===== config.mk =====
export PLATFORM = sky130hd
export DESIGN_NAME = excess3_stream_decoder
export DESIGN_NICKNAME = d
export VERILOG_FILES = /design/src/rtl/excess3_pkg.sv /design/src/rtl/excess3_digit_dec.sv /design/src/rtl/excess3_stream_decoder.sv
export SDC_FILE = /design/constraint.sdc
export NUM_CORES = 1
export LEC_CHECK = 0
export ABC_AREA = 1
export CAP_MARGIN = 20
export CORE_MARGIN = 2
export CORE_UTILIZATION = 47
export CTS_CLUSTER_SIZE = 8
export DETAILED_ROUTE_END_ITERATION = 6
export PLACE_DENSITY = 0.76
export SETUP_SLACK_MARGIN = 0.15
export SLEW_MARGIN = 30
export SYNTH_ARGS = -nofsm -noshare
export SYNTH_HDL_FRONTEND = slang
export SYNTH_SLANG_ARGS = --single-unit

===== constraint.sdc =====
create_clock -name clk -period 1.7 [get_ports clk]
set_input_delay 0.17 -clock clk [delete_from_list [all_inputs] [get_ports clk]]
set_output_delay 0.17 -clock clk [all_outputs]
set_load 0.02 [all_outputs]

===== src/rtl/excess3_pkg.sv =====
// Shared definitions for the excess-3 stream decoder.
// Holds the excess-3 code range, the substitute digit emitted for bad
// codes, and the frame state encoding.
package excess3_pkg;

   localparam logic [3:0] EX3_OFFSET = 4'd3;
   localparam logic [3:0] EX3_MIN    = 4'b0011;
   localparam logic [3:0] EX3_MAX    = 4'b1100;
   localparam logic [3:0] BAD_DIGIT  = 4'hF;

   typedef enum logic [1:0] {
      IDLE    = 2'd0,
      COLLECT = 2'd1,
      HOLD    = 2'd2
   } state_e;

endpackage


===== src/rtl/excess3_digit_dec.sv =====
// Combinational excess-3 to BCD digit decoder.
// Ports:
//   code_i    : excess-3 coded digit
//   digit_o   : decoded BCD digit (0..9), or BAD_DIGIT when the code is invalid
//   invalid_o : code is outside the excess-3 range
module excess3_digit_dec
   import excess3_pkg::*;
(
   input  logic [3:0] code_i,
   output logic [3:0] digit_o,
   output logic       invalid_o
);

   always_comb begin
      invalid_o = (code_i < EX3_MIN) || (code_i > EX3_MAX);
      digit_o   = invalid_o ? BAD_DIGIT : (code_i - EX3_OFFSET);
   end

endmodule


===== src/rtl/excess3_stream_decoder.sv =====
// Serial excess-3 digit stream to right-aligned packed-BCD frame decoder.
// Digits arrive MSD first; a frame closes on in_last or after DIGITS digits
// and is held on a valid/ready output until the consumer takes it.
// Optional feature macro: EXCESS3_BIN_EN adds out_bin, the binary value of
// the frame (invalid digits contribute 0).
// Ports:
//   clk, rst_n          : clock, asynchronous active-low reset
//   in_valid/in_ready   : input digit handshake
//   in_digit, in_last   : excess-3 digit and end-of-frame marker
//   out_valid/out_ready : frame handshake
//   out_bcd             : packed BCD, digit 0 in bits [3:0]
//   out_count           : number of digits in the frame
//   out_err             : frame contained at least one invalid code
//   out_bin             : binary frame value (EXCESS3_BIN_EN only)
//
// state   | meaning
// IDLE    | no frame in progress; first accepted digit starts a fresh frame
// COLLECT | frame partially received, waiting for more digits
// HOLD    | frame complete and presented on out_*, input stalled
module excess3_stream_decoder
   import excess3_pkg::*;
#(
   parameter  int DIGITS = 4,
   localparam int WW     = 4 * DIGITS,
   localparam int CW     = $clog2(DIGITS + 1)
`ifdef EXCESS3_BIN_EN
   ,localparam int BW    = $clog2(10 ** DIGITS)
`endif
) (
   input  logic          clk,
   input  logic          rst_n,
   input  logic          in_valid,
   output logic          in_ready,
   input  logic [3:0]    in_digit,
   input  logic          in_last,
   output logic          out_valid,
   input  logic          out_ready,
   output logic [WW-1:0] out_bcd,
   output logic [CW-1:0] out_count,
   output logic          out_err
`ifdef EXCESS3_BIN_EN
   ,output logic [BW-1:0] out_bin
`endif
);

   state_e        state_q;
   logic [WW-1:0] word_q,  word_d;
   logic [CW-1:0] count_q, count_d;
   logic          err_q,   err_d;
   logic          in_ready_q;
   logic          out_valid_q;
   logic          accept;
   logic          close;
   logic [3:0]    dig;
   logic          dig_bad;

`ifdef EXCESS3_BIN_EN
   logic [BW-1:0] bin_q, bin_d;
`endif

   excess3_digit_dec u_dec (
      .code_i    (in_digit),
      .digit_o   (dig),
      .invalid_o (dig_bad)
   );

   // Next-frame values for an accepted digit. In IDLE the previous frame's
   // contents are discarded so the new frame starts from zero.
   always_comb begin
      accept  = in_valid && in_ready_q;
      word_d  = (((state_q == IDLE) ? '0 : word_q) << 4) | WW'(dig);
      count_d = ((state_q == IDLE) ? '0 : count_q) + CW'(1);
      err_d   = ((state_q == IDLE) ? 1'b0 : err_q) | dig_bad;
      close   = in_last || (count_d == CW'(DIGITS));
`ifdef EXCESS3_BIN_EN
      bin_d   = ((state_q == IDLE) ? '0 : bin_q) * BW'(10)
                + (dig_bad ? '0 : BW'(dig));
`endif
   end

   always_ff @(posedge clk or negedge rst_n) begin
      if (!rst_n) begin
         state_q     <= IDLE;
         word_q      <= '0;
         count_q     <= '0;
         err_q       <= 1'b0;
         in_ready_q  <= 1'b1;
         out_valid_q <= 1'b0;
`ifdef EXCESS3_BIN_EN
         bin_q       <= '0;
`endif
      end else begin
         case (state_q)
            IDLE, COLLECT: begin
               if (accept) begin
                  word_q  <= word_d;
                  count_q <= count_d;
                  err_q   <= err_d;
`ifdef EXCESS3_BIN_EN
                  bin_q   <= bin_d;
`endif
                  if (close) begin
                     state_q     <= HOLD;
                     in_ready_q  <= 1'b0;
                     out_valid_q <= 1'b1;
                  end else begin
                     state_q <= COLLECT;
                  end
               end
            end
            HOLD: begin
               if (out_ready) begin
                  state_q     <= IDLE;
                  in_ready_q  <= 1'b1;
                  out_valid_q <= 1'b0;
               end
            end
            default: begin
               state_q     <= IDLE;
               in_ready_q  <= 1'b1;
               out_valid_q <= 1'b0;
            end
         endcase
      end
   end

   assign in_ready  = in_ready_q;
   assign out_valid = out_valid_q;
   assign out_bcd   = word_q;
   assign out_count = count_q;
   assign out_err   = err_q;
`ifdef EXCESS3_BIN_EN
   assign out_bin   = bin_q;
`endif

endmodule


# [Yosys cells after proc, flatten, opt, wreduce, memory -nomap -nowiden]
# Index checks and enable logic that the tools add are counted.
[totals] register_bits=24 output_inout_bits=22
[classes] addsub=2 magnitude_cmp=2 eq_ne=6 mux=16 bitwise_logic=2 n_reduce_logical=8
[op_table] operator="$or 16x4->16" count=1
[op_table] operator="$mux 12" count=1
[op_table] operator="$mux 1" count=7
[op_table] operator="$mux 2" count=3
[op_table] operator="$ne 2x2->1 const B" count=3
[op_table] operator="$gt 4x4->1 const B" count=1
[op_table] operator="$lt 4x2->1 const B" count=1
[op_table] operator="$mux 4" count=1
[op_table] operator="$pmux 1 s2" count=2
[op_table] operator="$pmux 2 s2" count=1
[op_table] operator="$reduce_and 2->1" count=2
[op_table] operator="$sub 4x2->4 const B" count=1
[op_table] operator="$add 3x1->3 const B" count=1
[op_table] operator="$eq 3x3->1 const B" count=1
[op_table] operator="$mux 3" count=1
[op_table] operator="$reduce_and 3->1" count=1
[op_table] operator="$eq 2x1->1 const B" count=1
[op_table] operator="$eq 2x2->1 const B" count=1
[op_table] operator="$logic_not 2->1" count=1
[op_table] operator="$logic_or 1x1->1" count=2
[op_table] operator="$reduce_or 2->1" count=1
[op_table] operator="$logic_and 1x1->1" count=1
[op_table] operator="$or 1x1->1" count=1

# [Logic depth before layout (Yosys ltp)]
# Gate-level depths: netlist of run 1.
[depth] word_depth=8 ltp_mapped=13 depth_no_buf=12

# [Hierarchy]
# A second synthesis of run 1 with hierarchy kept.
[hier_totals] cells_unflattened=138 hier_area_um2=1153.6
[by_module_without_submodules] mod="excess3_stream_decoder" instances=1 cells_per_inst=114 area_each_um2=1036.0
[by_module_without_submodules] mod="excess3_digit_dec" instances=1 cells_per_inst=24 area_each_um2=117.6

# [Worst setup path before layout of run 1]
# No wires, ideal clock.
[synth_path] kind="flip-flop to flip-flop" from="register state_q[0]" to="register out_valid_q (netlist: out_valid)" setup_ns=0.118 t_arrival_ns=1.341 required_ns=1.582 path_slack_ns=0.242 stages_incl_launch_ff=14 n_path_buf=1 synth_period_minus_slack_ns=1.458 cell_sequence="dfrtp_1 -> buf_6 -> inv_6 -> nand2_2 -> inv_1 -> nor2_1 -> ha_1 -> inv_1 -> nand2_1 -> nand3_2 -> nand3_2 -> nand2_2 -> nand2_1 -> nand2_1"
[synth_between] elab_chain_cells=7 word_cells_on_any_way=13 classes_between="add/sub (1); eq/ne (6); mux (2); reduce/logical (4)"
[synth_rtl] element="start: declaration" line="excess3_stream_decoder.sv:46" rtl="state_e state_q;"
[synth_rtl] element="start signal: assignment" line="excess3_stream_decoder.sv:83" rtl="state_q <= IDLE;"
[synth_rtl] element="start signal: assignment" line="excess3_stream_decoder.sv:103" rtl="state_q <= HOLD;"
[synth_rtl] element="start signal: assignment" line="excess3_stream_decoder.sv:107" rtl="state_q <= COLLECT;"
[synth_rtl] element="$logic_not 2->1" line="excess3_stream_decoder.sv:72, excess3_stream_decoder.sv:93"
[synth_rtl] element="$mux 3" line="excess3_stream_decoder.sv:72" rtl="count_d = ((state_q == IDLE) ? '0 : count_q) + CW'(1);"
[synth_rtl] element="$add 3x1->3" line="excess3_stream_decoder.sv:72"
[synth_rtl] element="$eq 3x3->1" line="excess3_stream_decoder.sv:74" rtl="close = in_last || (count_d == CW'(DIGITS));"
[synth_rtl] element="$logic_or 1x1->1" line="excess3_stream_decoder.sv:74"
[synth_rtl] element="$ne 2x2->1 (no source line)"
[synth_rtl] element="$reduce_and 3->1 (no source line)"
[synth_rtl] element="end signal: assignment" line="excess3_stream_decoder.sv:88" rtl="out_valid_q <= 1'b0;"
[synth_rtl] element="end signal: assignment" line="excess3_stream_decoder.sv:105" rtl="out_valid_q <= 1'b1;"
[synth_rtl] element="end signal: assignment" line="excess3_stream_decoder.sv:115" rtl="out_valid_q <= 1'b0;"
[synth_rtl] element="end: declaration" line="excess3_stream_decoder.sv:51" rtl="logic out_valid_q;"
# Parallel ways exist; a longest one is shown, timed or not.
# A chain may end at the register's enable or synchronous reset.

# [Worst setup path after layout of run 1]
[layout_path] from="register word_q[6] (netlist: out_bcd[6])" to="output port out_bcd[6]"
[layout_lines] element="start: declaration" line="excess3_stream_decoder.sv:47" rtl="logic [WW-1:0] word_q, word_d;"
[layout_lines] element="start signal: assignment" line="excess3_stream_decoder.sv:96" rtl="word_q <= word_d;"
[layout_lines] element="end: declaration" line="excess3_stream_decoder.sv:38" rtl="output logic [WW-1:0] out_bcd,"
# No word-level cell between the ends.

==> results.json, run 1 <==
{
  "synth_edf_count": 0,
  "fmax_mhz": 668,
  "clk_latency_ns": 0.31,
  "critPathMaxFanout": 3,
  "synth_top_family_by_area": "simple AND/OR/NAND/NOR gates",
  "postLayoutCoreUtil": 0.695,
  "synth_area_leader_cell": "dfrtp_1",
  "layout.nets": 173,
  "dp_cells": 180,
  "numPortBuffers": 30,
  "vias": 946,
  "synth_area_per_cell_um2": 9.33,
  "reg2reg_from": "state_q[0]",
  "synth_compound_area_frac": 0.127,
  "grt_overflow": 0,
  "ys.flop_type": "dfrtp_1",
  "start_kind": "register",
  "status": "completed",
  "syn_nets": 135,
  "final_cell_mix": "26 x clkdlybuf4s50_1, 25 x nand2_1, 23 x dfrtp_1, 15 x inv_1, 10 x o21ai_0",
  "grt_pass1_wl_um": 3810,
  "p_leak_nw": 0.803,
  "ff_latch_area_um2": 602,
  "cp_data_required_time_ns": 1.53,
  "cp.buffers_inverters": 1,
  "powerDensity_nw_per_um2": 556,
  "holdWs_ns": 0.199,
  "die_h_um": 53.2,
  "cts-root-buf": "clkbuf_4",
  "holdCritPathClass": "in2async",
  "rsz0062_at_grt": "no",
  "die_w_um": 53.2,
  "cts.clk_slew.worst_paths_ns": 0.12,
  "ys_async_sr_fraction": 1.00,
  "cts.htree.levels": 1,
  "fp-row-count": 17,
  "yosysWarnings": 0,
  "routedWlPerCell_um": 12.5,
  "peakVddDrop_mv": 0.463,
  "die-area_um2": 2830,
  "cp_slowest_cell": "clkdlybuf4s50_1",
  "cap_violations": 0,
  "io_pins": 31,
  "area_delta_synth_final_pct": 37.7,
  "synth_fa_ha_area_frac": 0.0440,
  "synthXorXnorAreaFrac": 0.0154,
  "synthesis.instances": 122,
  "met2_usage": 0.317,
  "grt_pass1_vias": 891,
  "vias_per_cell": 5.06,
  "cts_sinks": 24,
  "ys_ff_latch": 24,
  "gr-usage-met3": 0.0226,
  "slew_headroom": 0.756,
  "final_common_cell": "clkdlybuf4s50_1",
  "antenna_found_initial": 0,
  "cp.arrival_ns": 1.33,
  "drt_pass1_iterations": 4,
  "slowest_delay_ns": 0.62,
  "clockBufferDepth": 2,
  "drtIter0Drc": 18,
  "reg2regPathDepth": 12,
  "place_area_um2": 1480,
  "fin_crit_ns": 1.50,
  "layout_setup_ws_ns": 0.204,
  "drive_gt1_frac": 0.157,
  "place_ws_ns": 0.0489,
  "stdcell_count": 187,
  "crit_type": "reg2out",
  "num-fill-cells": 185,
  "setup_viol_count_final": 0,
  "regToRegSetupSlack_ns": 0.23,
  "top_usage_layer": "met2",
  "synth-simple-area-share": 0.192,
  "fin_skew_ns": 0.00557,
  "numCtsBuffers": 3,
  "fin_crit_sh": 0.880,
  "end_kind": "primary output",
  "synth_mux_area_frac": 0,
  "finalSetupTns_ns": 0,
  "finalHoldViolations": 0,
  "fp.coreArea_um2": 2250,
  "cts_tree": "yes",
  "dp_hpwl_um": 1700,
  "maxSlewViolCount": 0,
  "design_area_um2": 1570,
  "grt_max_degree": 25,
  "r2r_end": "out_valid",
  "netlist_area_um2": 1140,
  "cp_cell_sequence": "clkdlybuf4s50_1",
  "synth_area_leaders": "dfrtp_1 51%, nand2_1 8.6%, inv_1 5.3%, o31ai_1 5.3%, ha_1 4.4%",
  "initial_core_util": 0.505,
  "num_antenna_cells": 0,
  "yosysSeqAreaShare": 0.529,
  "antenna_left": 0,
  "critical_path.startpoint": "out_bcd[6]",
  "multi_input_area_um2": 469,
  "routed_wl_um": 2350,
  "netlist.area_leader.share": 0.505,
  "met1_usage": 0.235,
  "cpLargestDelayFamily": "buffers and inverters",
  "grt_usage": 0.188,
  "ys_types": 22,
  "worst_pin_slew_ns": 0.364,
  "finalWeightedCongestion": 0.804,
  "drc_errors": 0,
  "power.total_mw": 0.872
}
## cell type report
class	instances	area share
Inverter	19	0.0487
Sequential cell	24	0.384
Multi-Input combinational cell	75	0.299
Tap cell	28	0.0223
Clock buffer	4	0.0168
Timing Repair Buffer	37	0.229
## how the worst max path moves through the flow
| stage | slack [ns] | end | depth (start not counted) |
|---|---|---|---|
| 6_report | 0.20 | out_bcd[6] | 1 |
| 5_1_grt | 0.11 | out_valid | 12 |
| 4_1_cts | 0.15 | out_count[2] | 1 |
| 3_5_place_dp | 0.05 | out_bcd[0] | 5 |
| 3_3_place_gp | 0.10 | out_bcd[0] | 5 |
| 2_1_floorplan | 0.24 | out_valid | 13 |
## synth_stat cells (3+ instances only)
cell     number
o31ai_1       8
inv_1        16
nand3_2       3
nand2_1      26
dfrtp_1      23
ha_1          4
nand3_1       7
nor2_1        5
o21ai_0      10
## registers in the layout, summed over array words and instances (netlist names)
name,flops
in_ready,1
out_bcd,16
out_count,3
out_err,1
out_valid,1
state_q,2
## power breakdown
group	internal (mW)	leakage, nW	switching [mW]
combinational	0.0256	0.498	0.0263
clock	0.0915	0.0150	0.158
sequential	0.571	0.290	0
## cell families (layout without fill, tap and decap cells)
kind of cell,Yosys count,in the layout
flip-flops,24,24
buffers and inverters,23,60
AO/OA/AOI/OAI,24,24
XOR/XNOR,2,2
AND/OR/NAND/NOR,45,45
adder cells (fa/ha/maj),4,4
## per-layer routing
metal / vias up / wire length, um / part of all wire
met5: - / 0 / 0
li1: 477 / - / -
met2: 21 / 1220 / 0.52
met1: 446 / 1030 / 0.44
met3: 2 / 81 / 0.035
met4: 0 / 19 / 0.0081
## what timing repair did
| action | 4_1_cts | 5_1_grt |
|---|---|---|
| pin swaps | 0 | 2 |
| endpoints found under the setup margin | 4 | 7 |
| hold buffers | 0 | 0 |
| setup buffers | 0 | 3 |
| gates resized for setup | 2 | 12 |
Note: power is estimated with default switching activity, not from simulation.
==> run 2, diff against run 1 <==
- CAP_MARGIN: 20 -> not set
- CTS_CLUSTER_DIAMETER: not set -> 40
==> results of run 2 <==
Final layout, timing and power as in run 1 (identical DEF).
==> run 3, diff against run 2 <==
- SETUP_SLACK_MARGIN: 0.15 -> not set
==> results.json, run 3 (synthesis results as in run 1) <==
{
  "status": "completed",
  "cp_data_required_time_ns": 1.53,
  "clockBufferDepth": 2,
  "cpLargestDelayFamily": "buffers and inverters",
  "finalHoldViolations": 0,
  "vias_per_cell": 5.03,
  "fp.coreArea_um2": 2250,
  "fmax_mhz": 653,
  "regToRegSetupSlack_ns": 0.17,
  "fp-row-count": 17,
  "cts.clk_slew.worst_paths_ns": 0.12,
  "numCtsBuffers": 3,
  "num_antenna_cells": 0,
  "finalSetupTns_ns": 0,
  "antenna_found_initial": 0,
  "drc_errors": 0,
  "power.total_mw": 0.875,
  "grt_usage": 0.188,
  "die-area_um2": 2830,
  "slowest_delay_ns": 0.63,
  "dp_hpwl_um": 1700,
  "rsz0062_at_grt": "no",
  "p_leak_nw": 0.738,
  "vias": 926,
  "end_kind": "primary output",
  "layout_setup_ws_ns": 0.168,
  "cts-root-buf": "clkbuf_4",
  "setup_viol_count_final": 0,
  "cp_slowest_cell": "clkdlybuf4s50_1",
  "layout.nets": 170,
  "holdCritPathClass": "in2async",
  "routed_wl_um": 2250,
  "cp_cell_sequence": "clkdlybuf4s50_1",
  "initial_core_util": 0.505,
  "peakVddDrop_mv": 0.463,
  "fin_crit_sh": 0.901,
  "reg2regPathDepth": 12,
  "clk_latency_ns": 0.31,
  "worst_pin_slew_ns": 0.365,
  "powerDensity_nw_per_um2": 582,
  "cts_post_setup_buffers_inserted": 0,
  "grt_pass1_wl_um": 3810,
  "finalWeightedCongestion": 0.804,
  "start_kind": "register",
  "drive_gt1_frac": 0.115,
  "die_w_um": 53.2,
  "final_common_cell": "clkdlybuf4s50_1",
  "fin_skew_ns": 0.000866,
  "crit_type": "reg2out",
  "largest_register_ffs": 16,
  "holdWs_ns": 0.199,
  "cts.htree.levels": 1,
  "numPortBuffers": 30,
  "antenna_left": 0,
  "routedWlPerCell_um": 12.2,
  "drt_pass1_iterations": 4,
  "cap_violations": 0,
  "grt_max_degree": 25,
  "io_pins": 31,
  "place_ws_ns": 0.0489,
  "grt_overflow": 0,
  "cts_sinks": 24,
  "cp.buffers_inverters": 1,
  "slew_headroom": 0.755,
  "fin_crit_ns": 1.53,
  "cp.arrival_ns": 1.36,
  "die_h_um": 53.2,
  "critPathMaxFanout": 4,
  "r2r_end": "out_valid",
  "cts_tree": "yes",
  "stdcell_count": 184,
  "reg2reg_from": "state_q[0]",
  "drtIter0Drc": 16,
  "grt_pass1_vias": 891,
  "dp_cells": 180,
  "final_cell_mix": "29 x clkdlybuf4s50_1, 26 x nand2_1, 23 x dfrtp_1, 16 x inv_1, 10 x o21ai_0",
  "cts-hold-fix-buffers": 0,
  "maxSlewViolCount": 0,
  "area_delta_synth_final_pct": 32.0
}
-- run 3: cell count changes in the layout (fill, tap and decap cells not counted), sizes merged --
cell	delta
buf	-3
clkdlybuf4s50	+3
dlymetal6s2s	-3
clkinv	-1
inv	+1
-- run 3: metrics by stage --
stage | instance area, um^2 | utilization
2_1_floorplan | 1140 | -
3_3_place_gp | 1480 | 0.654
3_5_place_dp | 1480 | 0.654
4_1_cts | 1500 | 0.665
5_1_grt | 1500 | 0.666
6_report | 1500 | 0.666
-- run 3: cell type report --
type                       count  area (um^2)
clock buffer                   4         26.3
timing repair buffer          34          329
multi-input combinational     75          434
inverter                      19         76.3
fill                         194          752
sequential                    24          602
tap                           28         35.0
-- run 3: how the worst max path moves through the flow --
stage                             from            to  slack (ns)  depth (start not counted)
after CTS                   state_q[0]     out_valid        0.11                         12
after global routing        state_q[0]     out_valid        0.04                         12
after detailed placement   in_digit[0]    out_bcd[0]        0.05                          5
final                     out_count[2]  out_count[2]        0.17                          1
after floorplan             state_q[0]     out_valid        0.24                         13
after global placement     in_digit[0]    out_bcd[0]        0.10                          5
-- run 3: where the power goes --
| part | total, mW | internal, mW | switching [mW] |
|---|---|---|---|
| combinational | 0.0504 | 0.0248 | 0.0256 |
| clock | 0.253 | 0.0915 | 0.162 |
| sequential | 0.571 | 0.571 | 0 |
-- run 3: what timing repair did --
action / 4_1_cts / 5_1_grt
gates resized for setup: 1 / 1
cloned: 0 / 0
setup endpoints to repair: 1 / 1
-- run 3: metal layers --
metal | share of wire | vias to the layer above | routed length [um] | GRT usage
met2 | 0.50 | 21 | 1130 | 0.317
met3 | 0.033 | 2 | 75 | 0.0226
met5 | 0 | - | 0 | 0
met4 | 0.0084 | 0 | 19 | 0.0983
li1 | - | 472 | - | -
met1 | 0.45 | 431 | 1020 | 0.235
